$ cat src/rtl/uart_tx_dma_pkg.sv
// Shared types and constants for the UART TX DMA engine: FSM states,
// register map offsets and the UART register layout it talks to.
package uart_tx_dma_pkg;

  typedef enum logic [2:0] {
    IDLE,
    RD_REQ,
    RD_WAIT,
    ST_REQ,
    ST_WAIT,
    WR_REQ,
    WR_WAIT
  } state_e;

  localparam logic [11:0] REG_SRC  = 12'h000;
  localparam logic [11:0] REG_LEN  = 12'h004;
  localparam logic [11:0] REG_CTRL = 12'h008;
  localparam logic [11:0] REG_STAT = 12'h00C;

  localparam int unsigned CTRL_START_BIT  = 0;
  localparam int unsigned CTRL_IRQ_EN_BIT = 1;
  localparam int unsigned STAT_BUSY_BIT   = 0;
  localparam int unsigned STAT_DONE_BIT   = 1;

  localparam logic [31:0] UART_TX_OFF     = 32'h4;
  localparam logic [31:0] UART_STATUS_OFF = 32'h8;

  localparam int unsigned STATUS_TX_FULL_BIT = 1;

endpackage

$ cat src/rtl/uart_tx_dma.sv
// Bus-master engine that streams a byte buffer from memory into the UART TX
// register, polling UART STATUS before every byte so the CPU does not have to.
module uart_tx_dma
  import uart_tx_dma_pkg::*;
#(
  parameter int unsigned          AddrWidth = 32,
  parameter int unsigned          DataWidth = 32,
  parameter int unsigned          RegAddr   = 12,
  parameter int unsigned          LenWidth  = 16,
  parameter logic [AddrWidth-1:0] UartBase  = 32'h8000_1000
) (
  input  logic                 clk_i,
  input  logic                 rst_ni,
  input  logic                 device_req_i,
  input  logic [AddrWidth-1:0] device_addr_i,
  input  logic                 device_we_i,
  input  logic [3:0]           device_be_i,
  input  logic [DataWidth-1:0] device_wdata_i,
  output logic                 device_rvalid_o,
  output logic [DataWidth-1:0] device_rdata_o,
  output logic                 host_req_o,
  input  logic                 host_gnt_i,
  output logic [AddrWidth-1:0] host_addr_o,
  output logic                 host_we_o,
  output logic [3:0]           host_be_o,
  output logic [DataWidth-1:0] host_wdata_o,
  input  logic                 host_rvalid_i,
  input  logic [DataWidth-1:0] host_rdata_i,
  output logic                 dma_irq_o
);

  function automatic logic [DataWidth-1:0] be_merge(input logic [DataWidth-1:0] old_v,
                                                    input logic [DataWidth-1:0] new_v,
                                                    input logic [3:0]           be);
    logic [DataWidth-1:0] res;
    res = old_v;
    for (int i = 0; i < 4; i++) begin
      if (be[i]) res[i*8 +: 8] = new_v[i*8 +: 8];
    end
    return res;
  endfunction

  state_e state_q, state_d;

  logic [AddrWidth-1:0] src_q, src_d, ptr_q, ptr_d, ptr_inc;
  logic [LenWidth-1:0]  len_q, len_d, cnt_q, cnt_d;
  logic [DataWidth-1:0] word_q, word_d, rdata_q, rdata_d;
  logic                 irq_en_q, irq_en_d, done_q, done_d, rvalid_q, rvalid_d;

  logic [RegAddr-1:0] reg_off;
  logic               busy, wr_src, wr_len, wr_ctrl, wr_stat, start, done_set, done_clr;
  logic               last_byte;
  logic [7:0]         tx_byte;
  logic               unused_addr;

  assign reg_off     = device_addr_i[RegAddr-1:0];
  assign unused_addr = ^device_addr_i[AddrWidth-1:RegAddr];
  assign busy        = (state_q != IDLE);
  assign ptr_inc     = ptr_q + AddrWidth'(1);
  assign last_byte   = (cnt_q == LenWidth'(1));
  assign tx_byte     = word_q[{ptr_q[1:0], 3'b000} +: 8];

  always_comb begin
    wr_src   = device_req_i & device_we_i & (reg_off == RegAddr'(REG_SRC));
    wr_len   = device_req_i & device_we_i & (reg_off == RegAddr'(REG_LEN));
    wr_ctrl  = device_req_i & device_we_i & (reg_off == RegAddr'(REG_CTRL)) & device_be_i[0];
    wr_stat  = device_req_i & device_we_i & (reg_off == RegAddr'(REG_STAT)) & device_be_i[0];
    start    = wr_ctrl & device_wdata_i[CTRL_START_BIT] & ~busy;
    done_clr = wr_stat & device_wdata_i[STAT_DONE_BIT];
    done_set = (start & (len_q == '0)) |
               ((state_q == WR_WAIT) & host_rvalid_i & last_byte);
  end

  // Register file and device-port read path; DONE set beats a same-cycle w1c.
  always_comb begin
    src_d    = src_q;
    len_d    = len_q;
    irq_en_d = irq_en_q;
    done_d   = done_q;
    rvalid_d = device_req_i;
    rdata_d  = '0;
    if (wr_src && !busy) src_d = AddrWidth'(be_merge(DataWidth'(src_q), device_wdata_i, device_be_i));
    if (wr_len && !busy) len_d = LenWidth'(be_merge(DataWidth'(len_q), device_wdata_i, device_be_i));
    if (wr_ctrl) irq_en_d = device_wdata_i[CTRL_IRQ_EN_BIT];
    if (done_clr) done_d = 1'b0;
    if (done_set) done_d = 1'b1;
    if (device_req_i && !device_we_i) begin
      if (reg_off == RegAddr'(REG_SRC)) begin
        rdata_d = DataWidth'(src_q);
      end else if (reg_off == RegAddr'(REG_LEN)) begin
        rdata_d = DataWidth'(len_q);
      end else if (reg_off == RegAddr'(REG_CTRL)) begin
        rdata_d[CTRL_IRQ_EN_BIT] = irq_en_q;
      end else if (reg_off == RegAddr'(REG_STAT)) begin
        rdata_d[STAT_BUSY_BIT] = busy;
        rdata_d[STAT_DONE_BIT] = done_q;
      end
    end
  end

  always_comb begin
    ptr_d  = ptr_q;
    cnt_d  = cnt_q;
    word_d = word_q;
    case (state_q)
      IDLE: begin
        if (start && len_q != '0) begin
          ptr_d = src_q;
          cnt_d = len_q;
        end
      end
      RD_WAIT: if (host_rvalid_i) word_d = host_rdata_i;
      WR_WAIT: begin
        if (host_rvalid_i) begin
          ptr_d = ptr_inc;
          cnt_d = cnt_q - LenWidth'(1);
        end
      end
      default: ;
    endcase
  end

  always_ff @(posedge clk_i or negedge rst_ni) begin
    if (!rst_ni) begin
      src_q    <= '0;
      len_q    <= '0;
      irq_en_q <= 1'b0;
      done_q   <= 1'b0;
      rvalid_q <= 1'b0;
      rdata_q  <= '0;
      ptr_q    <= '0;
      cnt_q    <= '0;
      word_q   <= '0;
    end else begin
      src_q    <= src_d;
      len_q    <= len_d;
      irq_en_q <= irq_en_d;
      done_q   <= done_d;
      rvalid_q <= rvalid_d;
      rdata_q  <= rdata_d;
      ptr_q    <= ptr_d;
      cnt_q    <= cnt_d;
      word_q   <= word_d;
    end
  end

  always_ff @(posedge clk_i or negedge rst_ni) begin
    if (!rst_ni) state_q <= IDLE;
    else         state_q <= state_d;
  end

  // A word is re-read only when the pointer crosses into the next aligned word.
  always_comb begin
    state_d = state_q;
    case (state_q)
      IDLE:    if (start && len_q != '0) state_d = RD_REQ;
      RD_REQ:  if (host_gnt_i) state_d = RD_WAIT;
      RD_WAIT: if (host_rvalid_i) state_d = ST_REQ;
      ST_REQ:  if (host_gnt_i) state_d = ST_WAIT;
      ST_WAIT: begin
        if (host_rvalid_i) begin
          state_d = host_rdata_i[STATUS_TX_FULL_BIT] ? ST_REQ : WR_REQ;
        end
      end
      WR_REQ:  if (host_gnt_i) state_d = WR_WAIT;
      WR_WAIT: begin
        if (host_rvalid_i) begin
          if (last_byte)                state_d = IDLE;
          else if (ptr_inc[1:0] == '0) state_d = RD_REQ;
          else                          state_d = ST_REQ;
        end
      end
      default: state_d = IDLE;
    endcase
  end

  always_comb begin
    host_req_o   = 1'b0;
    host_addr_o  = '0;
    host_we_o    = 1'b0;
    host_be_o    = 4'h0;
    host_wdata_o = '0;
    case (state_q)
      RD_REQ: begin
        host_req_o  = 1'b1;
        host_addr_o = {ptr_q[AddrWidth-1:2], 2'b00};
        host_be_o   = 4'hF;
      end
      ST_REQ: begin
        host_req_o  = 1'b1;
        host_addr_o = UartBase + AddrWidth'(UART_STATUS_OFF);
        host_be_o   = 4'hF;
      end
      WR_REQ: begin
        host_req_o   = 1'b1;
        host_addr_o  = UartBase + AddrWidth'(UART_TX_OFF);
        host_we_o    = 1'b1;
        host_be_o    = 4'b0001;
        host_wdata_o = DataWidth'(tx_byte);
      end
      default: ;
    endcase
  end

  assign device_rvalid_o = rvalid_q;
  assign device_rdata_o  = rdata_q;
  assign dma_irq_o       = done_q & irq_en_q;

endmodule

$ cat config.mk
export PLATFORM = sky130hd
export DESIGN_NAME = uart_tx_dma
export DESIGN_NICKNAME = d
export VERILOG_FILES = /design/src/rtl/uart_tx_dma_pkg.sv /design/src/rtl/uart_tx_dma.sv
export SDC_FILE = /design/constraint.sdc
export NUM_CORES = 1
export LEC_CHECK = 0
export ABC_AREA = 1
export BUFFER_PORTS_ARGS = -buffer_cell sky130_fd_sc_hd__buf_2
export CORE_MARGIN = 1.5
export CORE_UTILIZATION = 59
export CTS_CLUSTER_DIAMETER = 120
export DETAILED_ROUTE_END_ITERATION = 10
export PLACE_DENSITY = 0.87
export SETUP_SLACK_MARGIN = 0.4
export SYNTH_ARGS = -nofsm -noshare
export SYNTH_HDL_FRONTEND = slang
export SYNTH_SLANG_ARGS = --single-unit
$ cat constraint.sdc
create_clock -name clk_i -period 4.72 [get_ports clk_i]
set_input_delay 0.944 -clock clk_i [delete_from_list [all_inputs] [get_ports clk_i]]
set_output_delay 0.944 -clock clk_i [all_outputs]
set_load 0.01 [all_outputs]
==> results.md <==
- The flow ran to the end, and the final reports show no timing, DRC or antenna violations.
- During synthesis, Yosys emitted a total of 0 warnings.
- Dividing total power by cell area gives a power density of 433.4 nW/um^2.
- The period utilization is 0.7310.
- For this run, the number of standard cells in the final layout without fillers is about 1600.
- The number of buffers inserted to repair setup after CTS is 0.
- Input and output buffers added on the ports amount to about 160.
- The first global-routing pass estimated between 30000 and 40000 microns of wire.
- The worst setup path is launched from a register.
- The synthesized area divided by synthesized cell count is between 7 and 8 sq um.
- Summing internal, switching and leakage power gives 4.540 mW.
- The cell with the most instances after synthesis is nand2_1.
- The relative contribution of the clock network to total power is 0.296.
- The depth of the worst register-to-register path is 10.
- In this run the vertical extent of the chip is about 130 microns.
- The initial utilization of the core area, before any placement, comes to 0.6021.
- The share of synthesized area in the top cell type comes to 0.4538.
- The worst hold margin is roughly 0.47 ns.
- Counting along the longest clock path gives a buffer depth of 2.
- The number of hold violations in the final report is 0.
- The clock latency on the worst-skew pair is between 0.4 and 0.5 ns.
- The post-detailed-route wirelength per cell is about 15 microns.
- The die width is 127.6 microns.
- The maximum VDD drop is ~0.00030 V.
- Of the total power, combinational logic draws 0.283.
- The internal power of the cells totals between 2 and 3 mW.
- In this run the core area contains 45 standard-cell rows.
- The initial antenna violation count is 0.
- Data on the critical path arrives at its endpoint at between 2 and 3 ns.
- Setup violations remaining at the end of the flow were counted as 0.
- The final sum of negative setup slack is 0 ns.
- On the critical path the largest part of the delay comes from simple AND/OR/NAND/NOR gates.
- In this design, the critical path's most frequently occurring cell is nand2_1.
- The H-tree generated during clock tree synthesis spans 4 levels.
- Timing would allow up to around 290 MHz.
- The number of flops mapped to enable cells by yosys is 0.
- Summed over all nets, the switching power comes to approximately 1.7 mW.
- The most used flip-flop cell after synthesis is dfrtp_1.
- The worst hold path begins at src_q[29]$_DFFE_PN0P_.
- The total congestion overflow after global routing is 0.
- The TritonCTS clock tree is done.
- In this run, synthesis produced a sequential element count of between 150 and 200.
- The required time of the critical path is roughly 3.8 ns.
- The routed layout has roughly 9000 vias.
- The share of total power dissipated in sequential elements is 0.421.
- The die area is approximately 16000 sq um.
- Of the total power, the share spent switching nets is 0.3652.
- 210 I/O pins were placed.
- The via-per-instance ratio is between 5 and 6.
- The share of the Yosys chip area taken by registers is 0.4538.
- The detailed-placement wirelength estimate is about 17000 microns.
- The number of buffers and inverters on the critical path is 3.
- The worst setup path is of the register to output port kind.
- The end-of-flow core utilization is 0.6891.
- The net count of the finished layout is 1495.
- The critical path goes through inv_2 -> nand2_1 -> inv_1 -> nand2_1 -> nor2_1 -> buf_2.
- The first detailed-routing pass took 6 iterations.
- Entering global routing, the biggest net connects 110 pins.
- The smallest clock period supported by the final layout is computed as 3.450 ns.
- The post-synthesis cell count is between 1000 and 1500.
- The number of global-route vias before repair is around 8200.
- The async set-reset flop share out of synthesis is 1.000.
- The number of distinct standard cells referenced by the synthesized netlist is 34.
- In the global route stage, overall resource usage came out at 0.3139.
- In this run the critical register-to-register path is launched from ptr_q[0]$_DFFE_PN0P_.
- The number of instances resized during post-cts repair is 0.
- Once placement completed, the tool counted placed cells totaling between 1500 and 2000.
- The total area inside the core boundary comes to between 15000 and 20000 sq um.
- The detailed router finished its first iteration with 874 violations.
- Headroom to the max-slew limit came out at 0.3392.
- The total of max-cap violations is 0.
- For this block, the routed nets add up to 24570 microns of wire.
- Of all nets on the critical path, the largest fanout is 28.
- The congestion estimate from routability-driven global placement came to between 0.9 and 1.
- The count of nets left with antenna violations once routing finished came out at 0.
- In this run, CTS created clock tree buffers numbering 17.
- Summing every instance area after synthesis gives approximately 9200 sq um.
- The clock drives around 170 sinks.
- Setup repair after global routing left no endpoint under its margin.
- By area the synthesized netlist is led by dfrtp_1, nand2_1, nand3_1.
- The biggest area contributor in the post-synthesis netlist is dfrtp_1.
- Sorting the synthesized cells by how often they occur yields nand2_1, nor2_1, dfrtp_1.
- The fraction of layout instances using a drive strength above 1 is 0.1823.
- The largest single stage delay on the critical path is 0.57 ns.
- The slowest stage of the critical path belongs to the cell nand2_1.
- The max-slew violation total from the final report is 0.
- Clock tree synthesis selected as its root buffer the cell clkbuf_16.
- STA classifies the critical path endpoint as an output port.
- Summed over all cells, the static leakage comes to between 5 and 6 nW.
- The flop-to-flop setup slack is around 2 ns.
- The quantity of hold-fixing buffers added after cts is 0.
- On the final layout, the worst clock skew is 0.01032 ns.
- The type of the tightest min-delay check is register to register.
- 0 antenna diodes ended up in the layout.
- Compared with the post-synthesis result, the final layout area differs by 14.45%.
- The worst reg2reg path endpoint is ptr_q[10]$_DFFE_PN0P_.
- After clock tree synthesis, the clock-pin slew on the worst setup and hold paths is roughly 0.06 ns.
- For this run, design rule violations remaining after detail routing come to 0.
- The cell depth of the worst hold path is 2.
- For the pin with the worst max-slew slack, the measured transition is 0.9888 ns.
- The worst hold path terminates at src_q[29]$_DFFE_PN0P_.
## layout by cell type, fill, tap and decap left out, drive strengths merged
cell / instances
dfrtp: 166
conb: 26
clkbuf: 18
clkinvlp: 5
a21oi: 22
nand2: 342
xor2: 2
o211ai: 1
bufinv: 1
ha: 3
nor2: 174
or2: 1
nand3b: 3
a31oi: 3
nand3: 132
mux2: 31
clkinv: 6
o21ai: 113
nor3: 15
nand4: 9
xnor2: 1
o21bai: 1
o22ai: 11
inv: 142
buf: 171
## cell type report
class | instances | area [sq um]
Clock inverter | 14 | 126.4
Tap cell | 188 | 235.2
Timing Repair Buffer | 171 | 894.6
Multi-Input combinational cell | 890 | 4111
Fill cell | 1280 | 4726
Inverter | 140 | 525.5
Sequential cell | 166 | 4154
Clock buffer | 18 | 429.2
## worst max-delay path by stage
stage | slack [ns] | depth (start not counted) | endpoint | startpoint
3_5_place_dp | 1.50 | 11 | cnt_q[7]$_DFFE_PN0P_ | device_addr_i[9]
6_report | 1.27 | 6 | host_addr_o[10] | state_q[2]$_DFFE_PN0P_
3_3_place_gp | 1.56 | 11 | ptr_q[0]$_DFFE_PN0P_ | device_addr_i[11]
2_1_floorplan | 2.43 | 6 | host_addr_o[10] | state_q[2]$_DFFE_PN0P_
5_1_grt | 1.11 | 6 | host_addr_o[31] | state_q[2]$_DFFE_PN0P_
4_1_cts | 1.31 | 6 | host_addr_o[10] | state_q[2]$_DFFE_PN0P_
## state kept, by name, summed over array words and instances (netlist names)
signal,flops
cnt_q,16
device_rdata_o,32
device_rvalid_o,1
done_q,1
irq_en_q,1
len_q,16
ptr_q,32
src_q,32
state_q,3
word_q,32
## power by group through the flow
stage | Clock (mW) | Combinational, mW | Sequential, mW
floorplan | 0 | 0.976 | 1.84
global placement | 0 | 1.22 | 1.91
detailed placement | 0 | 1.26 | 1.92
CTS | 1.36 | 1.28 | 1.90
global route | 1.41 | 1.46 | 1.95
finish | 1.34 | 1.28 | 1.91
## worst reg2reg max path: cells and delay by family, from the launching register on
kind	cells	cell delay [ns]
DFF	1	0.83
AOI/OAI and AO/OA	2	0.18
adders and majority gates	1	0.32
and+or+nand+nor	6	1.11
buffers and inverters	1	0.10
## metrics by stage
stage	setup slack (ns)	cell area (sq um)
6_report	1.270	10480
5_1_grt	1.115	10480
4_1_cts	1.307	10480
3_5_place_dp	1.503	9921
3_3_place_gp	1.556	9921
2_1_floorplan	2.426	9248
## cells by family (layout without fill, tap and decap cells)
family	count (synthesis)	in the layout	share of synthesized area
buf+inv	215	343	0.1073
compound gates	151	151	0.08502
mux	31	31	0.03814
simple gates	676	676	0.3084
flops	166	166	0.4538
other cells	1	26	0.0004097
fa+ha+maj	3	3	0.004101
xor+xnor	3	3	0.002871
## routing by layer
| metal | up-vias | track usage | part of all wire |
|---|---|---|---|
| li1 | 4188 | - | - |
| met1 | 4121 | 0.4103 | 0.42 |
| met2 | 406 | 0.5135 | 0.48 |
| met3 | 62 | 0.06951 | 0.070 |
| met4 | 0 | 0.1210 | 0.030 |
| met5 | - | 0 | 0 |
Power figures use the tool's default switching activity.
